## src/rtl/core_inst_sequencer.sv

```systemverilog
// core_inst_sequencer
// Emits the core's 34-bit instruction word plus latched sideband config for one
// full conv pass: per kernel position it fetches weights into L0, loads them into
// the array, lets them settle, fetches and executes NIJ activations, then drains
// NIJ psums from the OFIFO into psum SRAM (accumulating from the second kij on).
// Every output is registered: the word visible in a cycle was decided at the edge
// that opened it, from the state and inputs sampled there.
module core_inst_sequencer #(
    parameter int ROW = 2,
    parameter int COL = 2,
    parameter int NIJ = 16,
    parameter int KIJ = 9
) (
    input  logic        clk,
    input  logic        reset,
    input  logic        start,
    input  logic [10:0] w_base,
    input  logic [10:0] x_base,
    input  logic [10:0] p_base,
    input  logic        mode_in,
    input  logic        sel_in,
    input  logic        relu_in,
    input  logic [1:0]  tile_in,
    input  logic        ofifo_valid,
    output logic [33:0] inst,
    output logic        mode,
    output logic        sel,
    output logic        relu,
    output logic [1:0]  tile,
    output logic        busy,
    output logic        done,
    output logic [3:0]  kij_idx
);

    localparam int CNT_W = 12;
    localparam logic [CNT_W-1:0] ROW_C    = CNT_W'(ROW);
    localparam logic [CNT_W-1:0] COL_LAST = CNT_W'(COL - 1);
    localparam logic [CNT_W-1:0] DRN_LAST = CNT_W'(ROW + COL - 1);
    localparam logic [CNT_W-1:0] NIJ_C    = CNT_W'(NIJ);
    localparam logic [CNT_W-1:0] NIJ_LAST = CNT_W'(NIJ - 1);
    localparam logic [CNT_W-1:0] CNT_ONE  = CNT_W'(1);
    localparam logic [3:0]       KIJ_LAST = 4'(KIJ - 1);
    localparam logic [10:0]      ROW_A    = 11'(ROW);
    // Both SRAMs disabled and not writing, no array/L0/OFIFO activity
    localparam logic [33:0]      IDLE_WORD = 34'h1_800C_0000;

    typedef enum logic [3:0] {
        S_IDLE,
        S_WRD,
        S_WLD,
        S_WDRN,
        S_XRD,
        S_EXE,
        S_OWAIT,
        S_ORD,
        S_DONE
    } state_t;

    state_t           state_q, state_d;
    logic [CNT_W-1:0] cnt_q, cnt_d;
    logic [3:0]       k_q, k_d;
    logic [10:0]      wb_q, wb_d, xb_q, xb_d, pb_q, pb_d;
    logic             mode_q, mode_d, sel_q, sel_d, relu_q, relu_d;
    logic [1:0]       tile_q, tile_d;
    logic [33:0]      inst_q, inst_d;
    logic             busy_q, busy_d, done_q, done_d;

    logic             ord_rd;
    logic             acc, cen_p, wen_p, cen_x, ofifo_rd, l0_rd, l0_wr, exec, load;
    logic [10:0]      a_p, a_x;

    // Next-state sequencing, then the word for the cycle being entered
    always_comb begin
        state_d = state_q;
        cnt_d   = cnt_q;
        k_d     = k_q;
        wb_d    = wb_q;
        xb_d    = xb_q;
        pb_d    = pb_q;
        mode_d  = mode_q;
        sel_d   = sel_q;
        relu_d  = relu_q;
        tile_d  = tile_q;
        ord_rd  = 1'b0;

        case (state_q)
            S_IDLE: begin
                if (start) begin
                    state_d = S_WRD;
                    cnt_d   = '0;
                    k_d     = '0;
                    wb_d    = w_base;
                    xb_d    = x_base;
                    pb_d    = p_base;
                    mode_d  = mode_in;
                    sel_d   = sel_in;
                    relu_d  = relu_in;
                    tile_d  = tile_in;
                end
            end
            S_WRD: begin
                if (cnt_q == ROW_C) begin
                    state_d = S_WLD;
                    cnt_d   = '0;
                end else begin
                    cnt_d = cnt_q + CNT_ONE;
                end
            end
            S_WLD: begin
                if (cnt_q == COL_LAST) begin
                    state_d = S_WDRN;
                    cnt_d   = '0;
                end else begin
                    cnt_d = cnt_q + CNT_ONE;
                end
            end
            S_WDRN: begin
                if (cnt_q == DRN_LAST) begin
                    state_d = S_XRD;
                    cnt_d   = '0;
                end else begin
                    cnt_d = cnt_q + CNT_ONE;
                end
            end
            S_XRD: begin
                if (cnt_q == NIJ_C) begin
                    state_d = S_EXE;
                    cnt_d   = '0;
                end else begin
                    cnt_d = cnt_q + CNT_ONE;
                end
            end
            S_EXE: begin
                if (cnt_q == NIJ_LAST) begin
                    state_d = S_OWAIT;
                    cnt_d   = '0;
                end else begin
                    cnt_d = cnt_q + CNT_ONE;
                end
            end
            S_OWAIT: begin
                // valid seen here means the first drain cycle already reads
                if (ofifo_valid) begin
                    state_d = S_ORD;
                    ord_rd  = 1'b1;
                    cnt_d   = CNT_ONE;
                end
            end
            S_ORD: begin
                // cnt_q counts psums already drained; a low valid pauses without skipping
                if (cnt_q == NIJ_C) begin
                    cnt_d = '0;
                    if (k_q == KIJ_LAST) begin
                        state_d = S_DONE;
                    end else begin
                        state_d = S_WRD;
                        k_d     = k_q + 4'd1;
                    end
                end else if (ofifo_valid) begin
                    ord_rd = 1'b1;
                    cnt_d  = cnt_q + CNT_ONE;
                end
            end
            S_DONE: begin
                state_d = S_IDLE;
            end
            default: begin
                state_d = S_IDLE;
            end
        endcase

        acc      = 1'b0;
        cen_p    = 1'b1;
        wen_p    = 1'b1;
        a_p      = '0;
        cen_x    = 1'b1;
        a_x      = '0;
        ofifo_rd = 1'b0;
        l0_rd    = 1'b0;
        l0_wr    = 1'b0;
        exec     = 1'b0;
        load     = 1'b0;

        case (state_d)
            S_WRD: begin
                // L0 write trails the xmem read by one cycle of SRAM latency
                l0_wr = (cnt_d != '0);
                if (cnt_d < ROW_C) begin
                    cen_x = 1'b0;
                    a_x   = wb_d + 11'(k_d) * ROW_A + cnt_d[10:0];
                end
            end
            S_WLD: begin
                l0_rd = 1'b1;
                load  = 1'b1;
            end
            S_XRD: begin
                l0_wr = (cnt_d != '0);
                if (cnt_d < NIJ_C) begin
                    cen_x = 1'b0;
                    a_x   = xb_d + cnt_d[10:0];
                end
            end
            S_EXE: begin
                l0_rd = 1'b1;
                exec  = 1'b1;
            end
            default: begin
            end
        endcase

        if (ord_rd) begin
            acc      = (k_q != 4'd0);
            cen_p    = 1'b0;
            wen_p    = 1'b0;
            a_p      = pb_q + cnt_q[10:0];
            ofifo_rd = 1'b1;
        end

        inst_d = {acc, cen_p, wen_p, a_p, cen_x, 1'b1, a_x,
                  ofifo_rd, 2'b00, l0_rd, l0_wr, exec, load};
        busy_d = (state_d != S_IDLE);
        done_d = (state_d == S_DONE);
    end

    // Control state and registered outputs; reset aborts a pass immediately
    always_ff @(posedge clk or posedge reset) begin
        if (reset) begin
            state_q <= S_IDLE;
            cnt_q   <= '0;
            k_q     <= '0;
            mode_q  <= 1'b0;
            sel_q   <= 1'b0;
            relu_q  <= 1'b0;
            tile_q  <= 2'b00;
            inst_q  <= IDLE_WORD;
            busy_q  <= 1'b0;
            done_q  <= 1'b0;
        end else begin
            state_q <= state_d;
            cnt_q   <= cnt_d;
            k_q     <= k_d;
            mode_q  <= mode_d;
            sel_q   <= sel_d;
            relu_q  <= relu_d;
            tile_q  <= tile_d;
            inst_q  <= inst_d;
            busy_q  <= busy_d;
            done_q  <= done_d;
        end
    end

    // Base addresses are reloaded on every accepted start, so they need no reset
    always_ff @(posedge clk) begin
        wb_q <= wb_d;
        xb_q <= xb_d;
        pb_q <= pb_d;
    end

    assign inst    = inst_q;
    assign mode    = mode_q;
    assign sel     = sel_q;
    assign relu    = relu_q;
    assign tile    = tile_q;
    assign busy    = busy_q;
    assign done    = done_q;
    assign kij_idx = k_q;

endmodule
```

## config.mk

```make
export PLATFORM = sky130hd
export DESIGN_NAME = core_inst_sequencer
export DESIGN_NICKNAME = d
export VERILOG_FILES = /design/src/rtl/core_inst_sequencer.sv
export SDC_FILE = /design/constraint.sdc
export NUM_CORES = 1
export LEC_CHECK = 0
export BUFFER_PORTS_ARGS = -buffer_cell sky130_fd_sc_hd__clkbuf_2
export CAP_MARGIN = 20
export CORE_MARGIN = 5
export CORE_UTILIZATION = 45
export DETAILED_ROUTE_END_ITERATION = 6
export GPL_ROUTABILITY_DRIVEN = 0
export GPL_TIMING_DRIVEN = 0
export PLACE_DENSITY = 0.7
export SYNTH_ARGS = -nofsm -noshare
export SYNTH_HDL_FRONTEND = slang
export SYNTH_SLANG_ARGS = --single-unit
```

## constraint.sdc

```tcl
create_clock -name clk -period 11 [get_ports clk]
set_input_delay 1.1 -clock clk [delete_from_list [all_inputs] [get_ports clk]]
set_output_delay 1.1 -clock clk [all_outputs]
set_load 0.02 [all_outputs]
```

Word-level counts from Yosys, hierarchy flattened
Index checks and enable logic that the tools add are counted.
{"block": "totals", "register_bits": 91, "in_bits": 42, "out_inout_bits": 45, "word_cells": 91}
{"block": "op_classes", "addsub": 6, "magnitude_cmp": 2, "eq_ne": 18, "muxes": 45, "reduce_logical": 7}
{"operator": "12-bit 2-to-1 mux", "count": 9}
{"operator": "12-bit case mux with 8 select lines", "count": 1}
{"operator": "11-bit 2-to-1 mux", "count": 7}
{"operator": "4-bit 2-to-1 mux", "count": 12}
{"operator": "11-bit adder", "count": 3}
{"operator": "4-bit case mux with 8 select lines", "count": 1}
{"operator": "12-bit by 2-bit equality test with 1-bit output (second input constant)", "count": 2}
{"operator": "4-bit by 3-bit equality test with 1-bit output (second input constant)", "count": 6}
{"operator": "11-bit case mux with 2 select lines", "count": 1}
{"operator": "12-bit by 1-bit adder with 12-bit output (second input constant)", "count": 1}
{"operator": "12-bit by 1-bit equality test with 1-bit output (second input constant)", "count": 1}
{"operator": "12-bit by 4-bit equality test with 1-bit output (second input constant)", "count": 1}
{"operator": "12-bit by 5-bit equality test with 1-bit output (second input constant)", "count": 1}
{"operator": "4-bit by 2-bit equality test with 1-bit output (second input constant)", "count": 3}
{"operator": "12-bit by 2-bit less-than comparator with 1-bit output (second input constant)", "count": 1}
{"operator": "12-bit by 5-bit less-than comparator with 1-bit output (second input constant)", "count": 1}
{"operator": "12-bit nonzero test", "count": 1}
{"operator": "11-bit by 5-bit adder with 11-bit output", "count": 1}
{"operator": "1-bit 2-to-1 mux", "count": 11}
{"operator": "4-bit by 1-bit equality test with 1-bit output (second input constant)", "count": 2}
{"operator": "4-bit equality test (second input constant)", "count": 2}
{"operator": "4-bit case mux with 2 select lines", "count": 1}
{"operator": "4-bit nonzero test", "count": 2}
{"operator": "4-bit by 1-bit adder with 4-bit output (second input constant)", "count": 1}
{"operator": "other kinds (4)", "count": 6}

Depth between registers and ports, before layout
{"block": "depth", "word_depth": 8, "mapped_depth": 24, "mapped_depth_nobuf": 23}

Least setup slack after synthesis
Ideal clock, no wire load.
{"block": "synth_timing", "path_kind": "reg-to-reg", "startpoint": "register cnt_q[1]", "endpoint": "register inst_q[16], in the netlist inst[16]", "setup_ns": 0.138, "arrival_ns": 4.266, "t_required_ns": 10.862, "slack_ns": 6.596, "stages_incl_launch_ff": 24, "path_buffers": 2, "synth_period_minus_slack_ns": 4.404, "cell_sequence": "dfrtp_1 inv_1 ha_1 nor4bb_1 and3_1 buf_6 a2bb2oi_4 and4_1 buf_2 or4_1 o21ai_2 inv_1 fa_1 inv_1 ha_1 inv_1 o21ai_0 and2_1 o21ai_0 nand2b_1 a21o_1 a21oi_1 xor2_1 o221ai_1"}
{"block": "synth_between", "elab_chain_len": 7, "word_cells_on_any_way": 35, "classes_between": "4 x add/sub; 2 x order compare; 7 x eq/ne; 22 x mux"}
{"element": "start, declared", "line": "60", "rtl": "logic [CNT_W-1:0] cnt_q, cnt_d;"}
{"element": "start signal, assigned", "line": "241", "rtl": "cnt_q <= cnt_d;"}
{"element": "12-bit by 1-bit adder with 12-bit output"}
{"element": "12-bit 2-to-1 mux", "line": "159", "rtl": "end else if (ofifo_valid) begin"}
{"element": "12-bit 2-to-1 mux", "line": "151", "rtl": "if (cnt_q == NIJ_C) begin"}
{"element": "12-bit case mux with 8 select lines *", "line": "86", "rtl": "case (state_q)"}
{"element": "via cnt_d[4]", "line": "60"}
{"element": "11-bit adder, or another cell as far along", "line": "201", "rtl": "a_x = xb_d + cnt_d[10:0];"}
{"element": "11-bit 2-to-1 mux (on tied branches)", "line": "199, 188"}
{"element": "11-bit case mux with 2 select lines *", "line": "184", "rtl": "case (state_d)"}
{"element": "via a_x[9]", "line": "70", "rtl": "logic [10:0] a_p, a_x;"}
{"element": "end signal, assigned", "line": "247", "rtl": "inst_q <= inst_d;"}
{"element": "end, declared", "line": "65", "rtl": "logic [33:0] inst_q, inst_d;"}
The timed path passes the listed nets; every way through them passes the cells marked *.
A chain may end at the register's enable or synchronous reset.

Final worst setup path
{"block": "layout_timing", "startpoint": "register cnt_q[1]", "endpoint": "register inst_q[17], in the netlist inst[17]"}
{"block": "layout_between", "elab_chain_len": 7, "word_cells_on_any_way": 35, "classes_between": "4 x add/sub; 2 x order compare; 7 x eq/ne; 22 x mux"}
{"element": "12-bit by 5-bit equality test with 1-bit output / 12-bit by 1-bit adder with 12-bit output (equally long branches)"}
{"element": "4-bit 2-to-1 mux / 12-bit 2-to-1 mux (equally long branches)", "line": "151, 159"}
{"element": "4-bit case mux with 2 select lines / 12-bit 2-to-1 mux (equally long branches)", "line": "86, 151"}
{"element": "11-bit by 5-bit adder with 11-bit output / 12-bit case mux with 8 select lines (equally long branches)", "line": "190, 86"}
{"element": "11-bit adder, or another cell as far along", "line": "190", "rtl": "a_x = wb_d + 11'(k_d) * ROW_A + cnt_d[10:0];"}
{"element": "11-bit 2-to-1 mux (on tied branches)", "line": "188, 199"}
{"element": "11-bit case mux with 2 select lines *", "line": "184"}
{"element": "via a_x[10]", "line": "70"}
Marked as above.

==> flow_summary.toml <==
[outcome]
status = "finished, final reports clean"

[logic_synthesis]
synth_adder_area_share_pct = 12.3
synth_top_area_cell = "dfrtp_1"
synth_edf_count = 11
yosysSeqAreaShare_pct = 40.5
yosys.cell_count.top_type = "nand2_1"
synthFlopType = "dfrtp_1"
synth_compound_area_share_pct = 15.6
ys_types = 82
syn_avg_cell_area_um2 = 9.43
synth_warnings = 0
synthMuxAreaShare_pct = 1.13
synthXorXnorAreaFrac_pct = 5.09
synthCells = 576
synth_common_cells = "nand2_1 (97), dfrtp_1 (55), ha_1 (42), inv_1 (37), nor2_1 (30)"
ys_ff_latch = 90
yosysTopAreaCellShare_pct = 25.3
synth_top_family_by_area = "simple AND/OR/NAND/NOR gates"
async_flop_share_pct = 63.3
synthSimpleGateAreaFrac_pct = 19.7
syn_area_um2 = 5430
yosys-top-cells-area = "dfrtp_1 (25%), ha_1 (9.7%), dfxtp_1 (8.1%), nand2_1 (6.7%), edfxtp_1 (6.1%)"

[power_and_ir_drop]
peakVddDrop_mv = 0.0731
p_per_area_nw_per_um2 = 104
p_leak_uw = 0.00314

[clocking]
h-tree-depth = 3
clock_latency_ps = 350
clk_pin_slew_ps = 70
clock_sinks = 90
cts_setup_buffers = 0
cts_root_buf = "clkbuf_16"
cts_buffer_depth = 2
cts_buffers = 9
cts_resized = 0
cts_tree = "built"
cts_hold_buf = 0

[layout]
areaGrowthSynthToFinish_pct = 17.3
post-route-util_pct = 53.5
final_nets = 763
diodes = 0
drive_gt1_share_pct = 20.8

[floorplan]
initial_core_util_pct = 45.6
core-area_um2 = 11900
dieArea_um2 = 14400
die_w_um = 120
die_h_um = 120
io_pins = 87
std_cell_rows = 40

[sta]
period_needed_ps = 5090
slew-limit-headroom_pct = 49.9
slew_violations = 0
fin_crit_sh_pct = 46.2
worst_pin_slew_ps = 741
fmax_mhz = 197
setup_ws_ps = 5910
finalSetupTns_ps = 0
final-setup-viol-count = 0
rsz0062_at_grt = "no"
skew_ps = 10.6
finalHoldViolations = 0

[place]
portBuffers = 83
hpwlAfterDp_um = 9980
dpl_worst_slack_ps = 5550

[critical_path]
crit_arrival_ps = 5320
cp-start-kind = "flip-flop"
critical_path_class = "reg2reg"
required_ps = 11230
cp_max_fo = 10
reg2reg_depth = 21
cp-end-kind = "flip-flop"

[grt]
grt_pass1_wl_um = 21100
grt-ovfl-total = 0
grt_start_max_net_pins = 33
grtUsageTotal_pct = 18.3
grt_antenna_before_repair = 0
grt_pass1_vias = 4419

[min_path]
holdPathStages = 2
hp-class = "reg2reg"

[run]
drv_cap = 0

[route]
drtPass1Iterations = 7
drt_wl_total_um = 12900
avgRoutedWirePerCell_um = 15.6
drtAntennaViolNets = 0
via_count = 4526
viasPerCell = 5.49
drt_first_iter_violations = 229
drc = 0
-- stage by stage --
step | power [uW] | area [um2] | cells | hold slack (ps)
finish | 663 | 6370 | 825 | 457
global route | 687 | 6370 | 825 | 480
CTS | 670 | 6360 | 824 | 462
detailed placement | 357 | 6050 | 808 | 445
global placement | 356 | 6030 | 807 | 438
floorplan | 347 | 5430 | 577 | 422
-- state kept, by name, summed over array words and instances, names as in the netlist --
register	cells
xb_q	11
pb_q	11
mode	1
state_q	4
cnt_q	12
done	1
tile	2
kij_idx	4
busy	1
inst	30
wb_q	11
sel	1
relu	1
-- layout make-up --
| class | count | area, um2 |
|---|---|---|
| Clock buffer | 10 | 239 |
| Fill cell | 1063 | 5540 |
| Sequential cell | 90 | 2200 |
| Tap cell | 147 | 184 |
| Multi-Input combinational cell | 421 | 2940 |
| Clock inverter | 6 | 63.8 |
| Buffer | 26 | 149 |
| Timing Repair Buffer | 85 | 450 |
| Inverter | 40 | 150 |
-- critical path, stage by stage (launching register included) --
cell and delay [ps]:
dfrtp_1 540, ha_1 210, clkbuf_1 280, and3_1 240
nand3_1 120, a32oi_2 420, and4_1 260, buf_2 210
a21oi_1 90, a21oi_1 330, fa_1 470, inv_1 70
ha_1 250, a21oi_1 200, o21ai_0 130, a21oi_1 240
o21bai_1 100, a21oi_1 240, o21ai_0 170, xnor2_1 150
a21oi_1 150, nand2_1 80
-- cells in the final DEF (no fill, tap or decap), types with 5 or more instances in the layout --
| master | n |
|---|---|
| a21oi_1 | 26 |
| clkbuf_1 | 12 |
| inv_1 | 36 |
| and3_1 | 9 |
| xnor2_1 | 20 |
| dfxtp_1 | 22 |
| fa_1 | 6 |
| nand3_1 | 15 |
| ha_1 | 42 |
| nor2_1 | 30 |
| edfxtp_1 | 11 |
| o21ai_0 | 21 |
| o22ai_1 | 5 |
| nand2_1 | 97 |
| mux2i_1 | 5 |
| buf_2 | 5 |
| clkbuf_16 | 9 |
| dfrtp_1 | 55 |
| clkbuf_2 | 83 |
| a31oi_1 | 6 |
| nor3_1 | 11 |
| and2_1 | 6 |
| nand4_1 | 6 |
| xor2_1 | 9 |
| or2_2 | 5 |
| a21o_1 | 11 |
| o21bai_1 | 8 |
-- cell families (layout without fill, tap and decap cells) --
family,count (synthesis),count (layout)
AOI/OAI and AO/OA,119,119
xor gates and xnor gates,30,30
adders and majority gates,50,50
buffers and inverters,66,167
DFF,90,90
muxes,6,6
other,2,3
and+or+nand+nor,213,213
-- worst paths after layout --
| path | to | slack, ps | start |
|---|---|---|---|
| min in group asynchronous | inst[28] | 780 | reset |
| max | inst[17] | 5910 | cnt_q[1] |
| max reg2reg | inst[17] | 5910 | cnt_q[1] |
| max in group asynchronous | inst[19] | 9580 | reset |
| min | wb_q[7] | 460 | wb_q[7] |
| min reg2reg | wb_q[7] | 460 | wb_q[7] |
-- report_power, final --
group | internal [uW] | switching [uW] | leakage [uW] | total (uW)
clock | 183 | 130 | 0.000153 | 313
sequential | 335 | 0 | 0.00100 | 335
combinational | 6.91 | 7.97 | 0.00198 | 14.9
-- layer usage --
metal	global-route usage [%]	share of wire (%)
met5	0	0
met4	7.23	2.1
met3	3.91	7.5
met2	30.8	49
met1	23.1	41
Power figures use the tool's default switching activity.
